File: src/rtl/timer_countdown.sv
// BCD mm:ss countdown timer feeding mag_control; keypad digits shift in from the right.
// Optional end-of-cook beep pulse is built only when TIMER_BEEP_EN is defined.
module timer_countdown #(
  parameter int unsigned TICK_DIV    = 100,
  parameter int unsigned BEEP_CYCLES = 50
) (
  input  logic       clk,
  input  logic       clrn,
  input  logic       key_valid,
  input  logic [3:0] key_digit,
  input  logic       mag_on,
  output logic       timer_done,
  output logic [3:0] min_tens,
  output logic [3:0] min_ones,
  output logic [3:0] sec_tens,
  output logic [3:0] sec_ones,
  output logic       beep
);

  localparam int unsigned PW = (TICK_DIV > 2) ? $clog2(TICK_DIV) : 1;

  logic [PW-1:0] presc;
  logic [PW-1:0] presc_nx;
  logic [3:0]    min_tens_nx;
  logic [3:0]    min_ones_nx;
  logic [3:0]    sec_tens_nx;
  logic [3:0]    sec_ones_nx;
  logic          key_ok;
  logic          run;
  logic          tick;
  logic          tick_to_zero;

  assign timer_done = (min_tens == 4'd0) && (min_ones == 4'd0) &&
                      (sec_tens == 4'd0) && (sec_ones == 4'd0);

  assign key_ok       = key_valid && !mag_on && (key_digit <= 4'd9);
  assign run          = mag_on && !timer_done;
  assign tick         = run && (presc == PW'(TICK_DIV - 1));
  assign tick_to_zero = tick && (min_tens == 4'd0) && (min_ones == 4'd0) &&
                        (sec_tens == 4'd0) && (sec_ones == 4'd1);

  // Next count: key shift-in, or one-second BCD decrement with borrow chain
  always_comb begin
    min_tens_nx = min_tens;
    min_ones_nx = min_ones;
    sec_tens_nx = sec_tens;
    sec_ones_nx = sec_ones;
    presc_nx    = presc;
    if (key_ok) begin
      min_tens_nx = min_ones;
      min_ones_nx = sec_tens;
      sec_tens_nx = sec_ones;
      sec_ones_nx = key_digit;
      presc_nx    = '0;
    end else if (run) begin
      if (tick) begin
        presc_nx = '0;
        if (sec_ones != 4'd0) begin
          sec_ones_nx = sec_ones - 4'd1;
        end else if (sec_tens != 4'd0) begin
          sec_ones_nx = 4'd9;
          sec_tens_nx = sec_tens - 4'd1;
        end else begin
          sec_ones_nx = 4'd9;
          sec_tens_nx = 4'd5;
          if (min_ones != 4'd0) begin
            min_ones_nx = min_ones - 4'd1;
          end else begin
            min_ones_nx = 4'd9;
            min_tens_nx = min_tens - 4'd1;
          end
        end
      end else begin
        presc_nx = presc + PW'(1);
      end
    end
  end

  always_ff @(posedge clk) begin
    if (!clrn) begin
      min_tens <= 4'd0;
      min_ones <= 4'd0;
      sec_tens <= 4'd0;
      sec_ones <= 4'd0;
      presc    <= '0;
    end else begin
      min_tens <= min_tens_nx;
      min_ones <= min_ones_nx;
      sec_tens <= sec_tens_nx;
      sec_ones <= sec_ones_nx;
      presc    <= presc_nx;
    end
  end

`ifdef TIMER_BEEP_EN
  localparam int unsigned BW = $clog2(BEEP_CYCLES + 1);

  logic [BW-1:0] beep_cnt;
  logic [BW-1:0] beep_cnt_nx;

  // Loaded by the tick that lands on 00:00; later key entries do not disturb it
  always_comb begin
    beep_cnt_nx = beep_cnt;
    if (tick_to_zero) begin
      beep_cnt_nx = BW'(BEEP_CYCLES);
    end else if (beep_cnt != '0) begin
      beep_cnt_nx = beep_cnt - BW'(1);
    end
  end

  always_ff @(posedge clk) begin
    if (!clrn) begin
      beep_cnt <= '0;
    end else begin
      beep_cnt <= beep_cnt_nx;
    end
  end

  assign beep = (beep_cnt != '0);
`else
  logic unused_beep;
  assign unused_beep = &{1'b0, tick_to_zero, BEEP_CYCLES[0]};
  assign beep        = 1'b0;
`endif

endmodule

File: config.mk
export PLATFORM = sky130hd
export DESIGN_NAME = timer_countdown
export DESIGN_NICKNAME = d
export VERILOG_FILES = /design/src/rtl/timer_countdown.sv
export SDC_FILE = /design/constraint.sdc
export NUM_CORES = 1
export LEC_CHECK = 0
export BUFFER_PORTS_ARGS = -buffer_cell sky130_fd_sc_hd__buf_2
export CAP_MARGIN = 20
export CORE_MARGIN = 10
export CORE_UTILIZATION = 50
export CTS_CLUSTER_SIZE = 12
export DETAILED_ROUTE_END_ITERATION = 10
export GPL_TIMING_DRIVEN = 1
export PLACE_DENSITY = 0.73
export SYNTH_ARGS = -nofsm -noshare
export SYNTH_HDL_FRONTEND = slang
export SYNTH_SLANG_ARGS = --single-unit
File: constraint.sdc
create_clock -name clk -period 6.99 [get_ports clk]
set_clock_uncertainty 0.1 [all_clocks]
set_input_delay 1.7475 -clock clk [delete_from_list [all_inputs] [get_ports clk]]
set_output_delay 1.7475 -clock clk [all_outputs]
set_load 0.02 [all_outputs]
==> results of run 1 <==
## state kept, by name, summed over array words and instances (netlist names)
name and flops:
presc 7, min_ones 4, min_tens 4, sec_ones 4, sec_tens 4
## power by group through the flow
stage | Combinational (mW) | Sequential, mW | Clock, mW
6_report | 0.0535 | 0.143 | 0.0666
5_1_grt | 0.0603 | 0.144 | 0.0738
4_1_cts | 0.0536 | 0.143 | 0.0657
3_5_place_dp | 0.0532 | 0.146 | 0
3_3_place_gp | 0.0519 | 0.146 | 0
2_1_floorplan | 0.0354 | 0.149 | 0
## layout by cell type, fill, tap and decap left out, drive strengths merged, types with 2 or more instances in the layout
cell type / netlist / final
nand3: 9 / 9
o2111ai: 3 / 3
o221ai: 3 / 3
nor3: 3 / 3
buf: 1 / 24
o21ai: 14 / 14
dfxtp: 23 / 23
ha: 2 / 2
nand3b: 3 / 3
or3: 5 / 5
xnor2: 7 / 7
o211ai: 2 / 2
nor2: 21 / 21
clkbuf: 5 / 3
xor2: 5 / 5
nand2: 13 / 13
inv: 6 / 6
nor4: 4 / 4
mux2i: 2 / 2
a21oi: 5 / 5
and3: 2 / 2
a31oi: 3 / 3
or3b: 2 / 2
a211oi: 5 / 5
nand4: 2 / 2
or4: 3 / 3
## layout make-up
| type | count | area, sq um |
|---|---|---|
| well taps | 30 | 37.5 |
| inverters | 6 | 22.5 |
| repair buffers | 24 | 120 |
| fillers | 241 | 1020 |
| clock buffers | 3 | 22.5 |
| clock inverters | 1 | 5.00 |
| multi-input cells | 131 | 832 |
| flip-flops and latches | 23 | 460 |
## logic make-up after synthesis
group / share of synthesized area [%]
xor gates and xnor gates: 7.84
DFF: 34.3
AOI/OAI and AO/OA: 19.2
other: 0.280
muxes: 1.49
buffers and inverters: 3.64
adders and majority gates: 1.87
and+or+nand+nor: 31.3
## path summary, 6_finish.rpt
path,slack (ps),cells after the start,endpoint
worst max-delay path,2900,6,timer_done
worst min-delay path,440,1,presc[6]
worst max register to register,4330,7,presc[3]
worst min register to register,440,1,presc[6]
## cells in the mapped netlist (all sizes together)
cell / n / area share, %
a211oi: 5 / 2.8
a21oi: 5 / 1.9
a311oi: 1 / 0.65
a31oi: 3 / 1.4
a32o: 1 / 0.75
and2: 1 / 0.47
and3: 2 / 0.93
and3b: 1 / 0.65
buf: 1 / 0.56
clkbuf: 5 / 1.4
conb: 1 / 0.28
dfxtp: 23 / 34
ha: 2 / 1.9
inv: 6 / 1.7
mux2i: 2 / 1.5
nand2: 13 / 3.6
nand2b: 1 / 0.47
nand3: 9 / 3.4
nand3b: 3 / 1.7
nand4: 2 / 0.93
nand4b: 1 / 0.65
nor2: 21 / 5.9
nor2b: 1 / 0.47
nor3: 3 / 1.1
nor3b: 1 / 0.56
nor4: 4 / 2.8
nor4b: 1 / 0.65
o2111a: 1 / 0.84
o2111ai: 3 / 2.0
o211ai: 2 / 1.1
o21ai: 14 / 5.2
o221ai: 3 / 2.0
o2bb2ai: 1 / 0.65
or2: 1 / 0.47
or3: 5 / 3.1
or3b: 2 / 1.3
or4: 3 / 2.2
xnor2: 7 / 4.6
xor2: 5 / 3.3
## routing by layer
| metal | part of all wire (%) | GRT usage (%) |
|---|---|---|
| met1 | 46 | 15.6 |
| met3 | 5.6 | 3.31 |
| met5 | 0 | 0 |
| met4 | 1.7 | 6.24 |
| met2 | 46 | 21.5 |
## critical path: stages, from the launching register on
cell and delay [ps]:
dfxtp_1 350, inv_1 90, ha_1 170, or3b_2 480
or3_1 520, nor2_1 130, buf_2 170
## metrics by stage
stage | total power [mW] | cells | worst slack [ps] | utilization (%) | hold slack (ps)
4_1_cts | 0.262 | 218 | 2910 | 59.5 | 421
5_1_grt | 0.278 | 218 | 2740 | 59.5 | 478
3_5_place_dp | 0.199 | 214 | 3290 | 58.4 | 394
6_report | 0.263 | 218 | 2900 | 59.5 | 435
2_1_floorplan | 0.184 | 166 | 3210 | - | 354
3_3_place_gp | 0.198 | 214 | 3330 | 58.4 | 395
==> flow_summary.toml, run 1 <==
[run_status]
outcome = "finished clean"

[pwr]
p_sw_mw = 0.0866
cellLeakagePower_nw = 0.615
pwr-share-comb_pct = 20.3
vdd_drop_max_uv = 163
pwr-share-seq_pct = 54.4
power_density_nw_per_um2 = 176
p_int_mw = 0.177
switching_share_pct = 32.9
clkPwrFrac_pct = 25.3

[logic_synthesis]
synth_area_sq_um = 1340
ys_types = 43
ys_ff_latch = 23
syn_nets = 176
synth.avg_cell_area_sq_um = 8.08
ys_seq_area_share_pct = 34.3
syn_inst = 166
yosys_warnings = 0

[routing]
detail_route.first_pass.iterations = 4
via_per_inst = 6.16
drcViolationCount = 0
ant_nets = 0
drt_iter0_markers = 99
via_count = 1343
wl_per_cell_um = 15.6
routed_wl_mm = 3.40

[place]
placed_area_sq_um = 1470
io_buffers = 24
gp_congestion = 0.969
hpwl_mm = 2.57

[global_routing]
grt_use_total_pct = 13.1
overflow = 0
grt_pass1_vias = 1247
grt_max_degree = 23
antenna_found_initial = 0
grt_pass1_wl_mm = 5.70

[floorplanning]
num_rows = 18
core_area_sq_um = 2520
die_y_um = 71.8
die_w_um = 71.8
dieArea_sq_um = 5150
io_pins = 26
initial_utilization_pct = 53.2

[timing]
rsz0062_at_grt = "no"
post-route-min-period_ps = 4090
relSlewSlack_pct = 49.8
max_freq_mhz = 245
setup_tns_ps = 0
period_share_pct = 58.4
setup-violations-final = 0
drv_slew = 0
worst_slew_pin_slew_ps = 750
hold_viol_final = 0

[flow_run]
cap_violations = 0

[setup_path]
r2r_start = "min_tens[0]"
critPathKind = "reg -> out"
cp.required_ps = 5140
cp_max_fo = 11
crit_path_end_kind = "output pin"
startpoint_type = "flip-flop"
cp.arrival_ps = 2240
startpoint = "min_tens[0]"

[clock_tree]
cts_made_buffers = 3
cts_tree = "built"
clk_path_buf_depth = 2
clk_pin_slew_ps = 140
cts.sinks = 23
cts.htree.levels = 1
cts_root_buffer = "clkbuf_4"
clock_latency_ps = 330
post_cts_buffers = 0
cts.repair.resized = 0
hold_buffers = 0

[final_layout]
fin_nets = 199
n_antenna_cell = 0
area_growth_pct = 11.8
drive_above_1_share_pct = 19.7
design_area_sq_um = 1500

[worst_hold_path]
hold_class = "reg -> reg"
hold_path.startpoint = "presc[6]"
Note: power is estimated with default switching activity, not from simulation.
==> run 2: changes to the inputs <==
--- a/config.mk
+++ b/config.mk
@@ -5,6 +5,7 @@
 export SDC_FILE = /design/constraint.sdc
 export NUM_CORES = 1
 export LEC_CHECK = 0
+export ABC_AREA = 1
 export BUFFER_PORTS_ARGS = -buffer_cell sky130_fd_sc_hd__buf_2
 export CAP_MARGIN = 20
 export CORE_MARGIN = 10
@@ -12,7 +13,7 @@
 export CTS_CLUSTER_SIZE = 12
 export DETAILED_ROUTE_END_ITERATION = 10
 export GPL_TIMING_DRIVEN = 1
-export PLACE_DENSITY = 0.73
+export PLACE_DENSITY = 0.75
 export SYNTH_ARGS = -nofsm -noshare
 export SYNTH_HDL_FRONTEND = slang
 export SYNTH_SLANG_ARGS = --single-unit
==> constraint.sdc (replaced) <==
create_clock -name clk -period 3.5 [get_ports clk]
set_clock_uncertainty 0.1 [all_clocks]
set_input_delay 0.875 -clock clk [delete_from_list [all_inputs] [get_ports clk]]
set_output_delay 0.875 -clock clk [all_outputs]
set_load 0.02 [all_outputs]
==> run 2 against run 1 <==
Compared with the run above:
- flip-flop and latch count is the same
- synthesized area up 16%
- synthesized cell count grew 39%
- worst setup slack got worse by 1900 ps
- non-clock buffer count rose by 1
- global-route usage shrank 0.74 points
- routed wire length shrank 5.5%
- die area rose by 11%
- via count is 8.6% higher
- clock-buffer cell count increased by 1
- highest routed layer unchanged
==> flow_summary.toml, run 2 <==
[run_status]
outcome = "finished clean"

[global_routing]
grt_pass1_wl_mm = 5.71
antenna_found_initial = 0
grt_pass1_vias = 1339
overflow = 0
grt_use_total_pct = 12.4
grt_max_degree = 30

[routing]
drt-met1-wl_mm = 1.57
wl_per_cell_um = 11.3
routed_wl_mm = 3.21
drt_iter0_markers = 97
via_per_inst = 5.12
routed.top_layer = "met4"
drcViolationCount = 0
ant_nets = 0
via_count = 1458
dr_wl_met3_um = 166
met2_wirelength_mm = 1.43
detail_route.first_pass.iterations = 4

[clock_tree]
hold_buffers = 0
clk_path_buf_depth = 2
cts.sinks = 23
cts.htree.levels = 1
post_cts_buffers = 0
clock_latency_ps = 320
clk_pin_slew_ps = 120
cts_made_buffers = 3
cts.repair.resized = 0
cts_root_buffer = "clkbuf_4"
cts_tree = "built"

[floorplanning]
initial_utilization_pct = 51.7
io_pins = 26
core_area_sq_um = 3000
die_w_um = 75.7
dieArea_sq_um = 5730
die_y_um = 75.7
num_rows = 20

[logic_synthesis]
synth_area_sq_um = 1550
synth.mux.area_fraction_pct = 0.645
ys_types = 35
yosys_warnings = 0
synth_top_area_share_pct = 29.7
synth-edff-count = 0
synth_adder_area_share_pct = 1.61
synth-xor-area-share_pct = 2.82
syn_nets = 241
synthArstFlopShare_pct = 0
ys_ff_latch = 23
synth_top_family_by_area = "simple AND/OR/NAND/NOR gates"
syn_inst = 231
synthSimpleGateAreaFrac_pct = 38.9
dominantRegCellSynth = "dfxtp_1"
synth_area_leader_cell = "dfxtp_1"
synth_area_leaders = "dfxtp_1 (30%), nand2_1 (11%), nor2_1 (8.7%)"
synth.avg_cell_area_sq_um = 6.72
synth_most_common_cell = "nand2_1"
synth-compound-area-share_pct = 15.1
synth_top_cells_by_count = "nand2_1 (45), nor2_1 (36), inv_1 (25)"
ys_seq_area_share_pct = 29.7

[setup_path]
path_depth = 7
r2r_slack_ps = 1770
max_stage_delay_ps = 360
startpoint_type = "flip-flop"
cp.arrival_ps = 1550
cp.required_ps = 2520
critPathBufInv = 3
worstSetupEndpoint = "timer_done"
timing.rr.end = "min_tens[2]"
r2r_cells = 11
slowest_stage = "dfxtp_1"
cp_max_fo = 4
r2r_start = "min_tens[0]"
critPathKind = "reg -> out"
crit_family = "simple AND/OR/NAND/NOR gates"
path_cells = "inv_1 > ha_1 > nand2_1 > nor2_1 > nand2_4 > inv_1 > buf_2"
crit_path_end_kind = "output pin"
critPathMostFrequentCell = "inv_1"
startpoint = "min_tens[0]"

[timing]
setup_tns_ps = 0
post-route-min-period_ps = 2530
setup-violations-final = 0
rsz0062_at_grt = "no"
hold_viol_final = 0
max_freq_mhz = 396
drv_slew = 0
period_share_pct = 72.2

[place]
gp_congestion = 0.819
io_buffers = 24
hpwl_mm = 2.44

[final_layout]
area_growth_pct = 8.15
n_antenna_cell = 0
layout_commonest_cell = "nand2_1"
regMostFlops = "presc"
largest_register_ff_count = 7
final_cell_mix = "nand2_1 (45), nor2_1 (36), inv_1 (25)"
drive_above_1_share_pct = 20.6
fin_nets = 263

[flow_run]
cap_violations = 0

[worst_hold_path]
hold_class = "reg -> reg"

[pwr]
vdd_drop_max_uv = 161
cellLeakagePower_nw = 0.773
power.total_mw = 0.610
power_density_nw_per_um2 = 364
run 2: cell types whose count changed in the layout (fill, tap and decap cells not counted), moves of 8 or more:
| cell | previous run | this run |
|---|---|---|
| o21ai_0 | 12 | 22 |
| nand2_1 | 13 | 45 |
| inv_1 | 6 | 25 |
| nor2_1 | 21 | 36 |
| a21oi_1 | 5 | 13 |
run 2: logic make-up (layout without fill, tap and decap cells):
| group | count (synthesis) | after routing |
|---|---|---|
| xor+xnor | 5 | 5 |
| buf+inv | 35 | 56 |
| simple gates | 121 | 121 |
| flops | 23 | 23 |
| mux | 1 | 1 |
| other cells | 1 | 1 |
| compound gates | 43 | 43 |
| fa+ha+maj | 2 | 2 |
run 2: cell type report:
| class | count | area, sq um |
|---|---|---|
| Sequential cell | 23 | 460 |
| Fill cell | 318 | 1330 |
| Clock buffer | 4 | 26.3 |
| Tap cell | 33 | 41.3 |
| Multi-Input combinational cell | 173 | 920 |
| Inverter | 27 | 103 |
| Timing Repair Buffer | 25 | 128 |
run 2: where the power goes:
group          switching, mW  leakage [nW]  internal (mW)
registers             0.0178         0.187          0.276
logic                  0.124         0.570         0.0651
clock network         0.0822        0.0150         0.0446
total                  0.224         0.773          0.386
run 2: worst min-delay path by stage:
stage,to,slack (ps),cells past startpoint,startpoint
after global placement,presc[6],390,2,presc[6]
after detailed placement,presc[6],390,2,presc[6]
after global routing,presc[6],430,2,presc[6]
after CTS,presc[6],410,2,presc[6]
final,presc[6],400,2,presc[6]
after floorplan,presc[6],370,2,presc[6]
run 2: worst min-delay path: cells and delay by family, from the launching register on:
family | cells | cell delay, ps
flops | 1 | 350
simple gates | 1 | 60
compound gates | 1 | 50
run 2: metal layers:
layer | track usage [%] | vias up
li1 | - | 781
met1 | 16.0 | 647
met2 | 19.6 | 25
met3 | 2.47 | 5
met4 | 4.95 | 0
met5 | 0 | -
run 2: per-stage QoR:
stage          std cells  utilization (%)  hold slack [ps]  area [sq um]  setup WS, ps
6_report             285             55.9              400          1680           975
5_1_grt              285             55.9              429          1680           848
4_1_cts              285             55.9              406          1680           960
3_5_place_dp         281             55.0              387          1650          1210
3_3_place_gp         281             55.0              385          1650          1250
2_1_floorplan        231                -              369          1550          1370
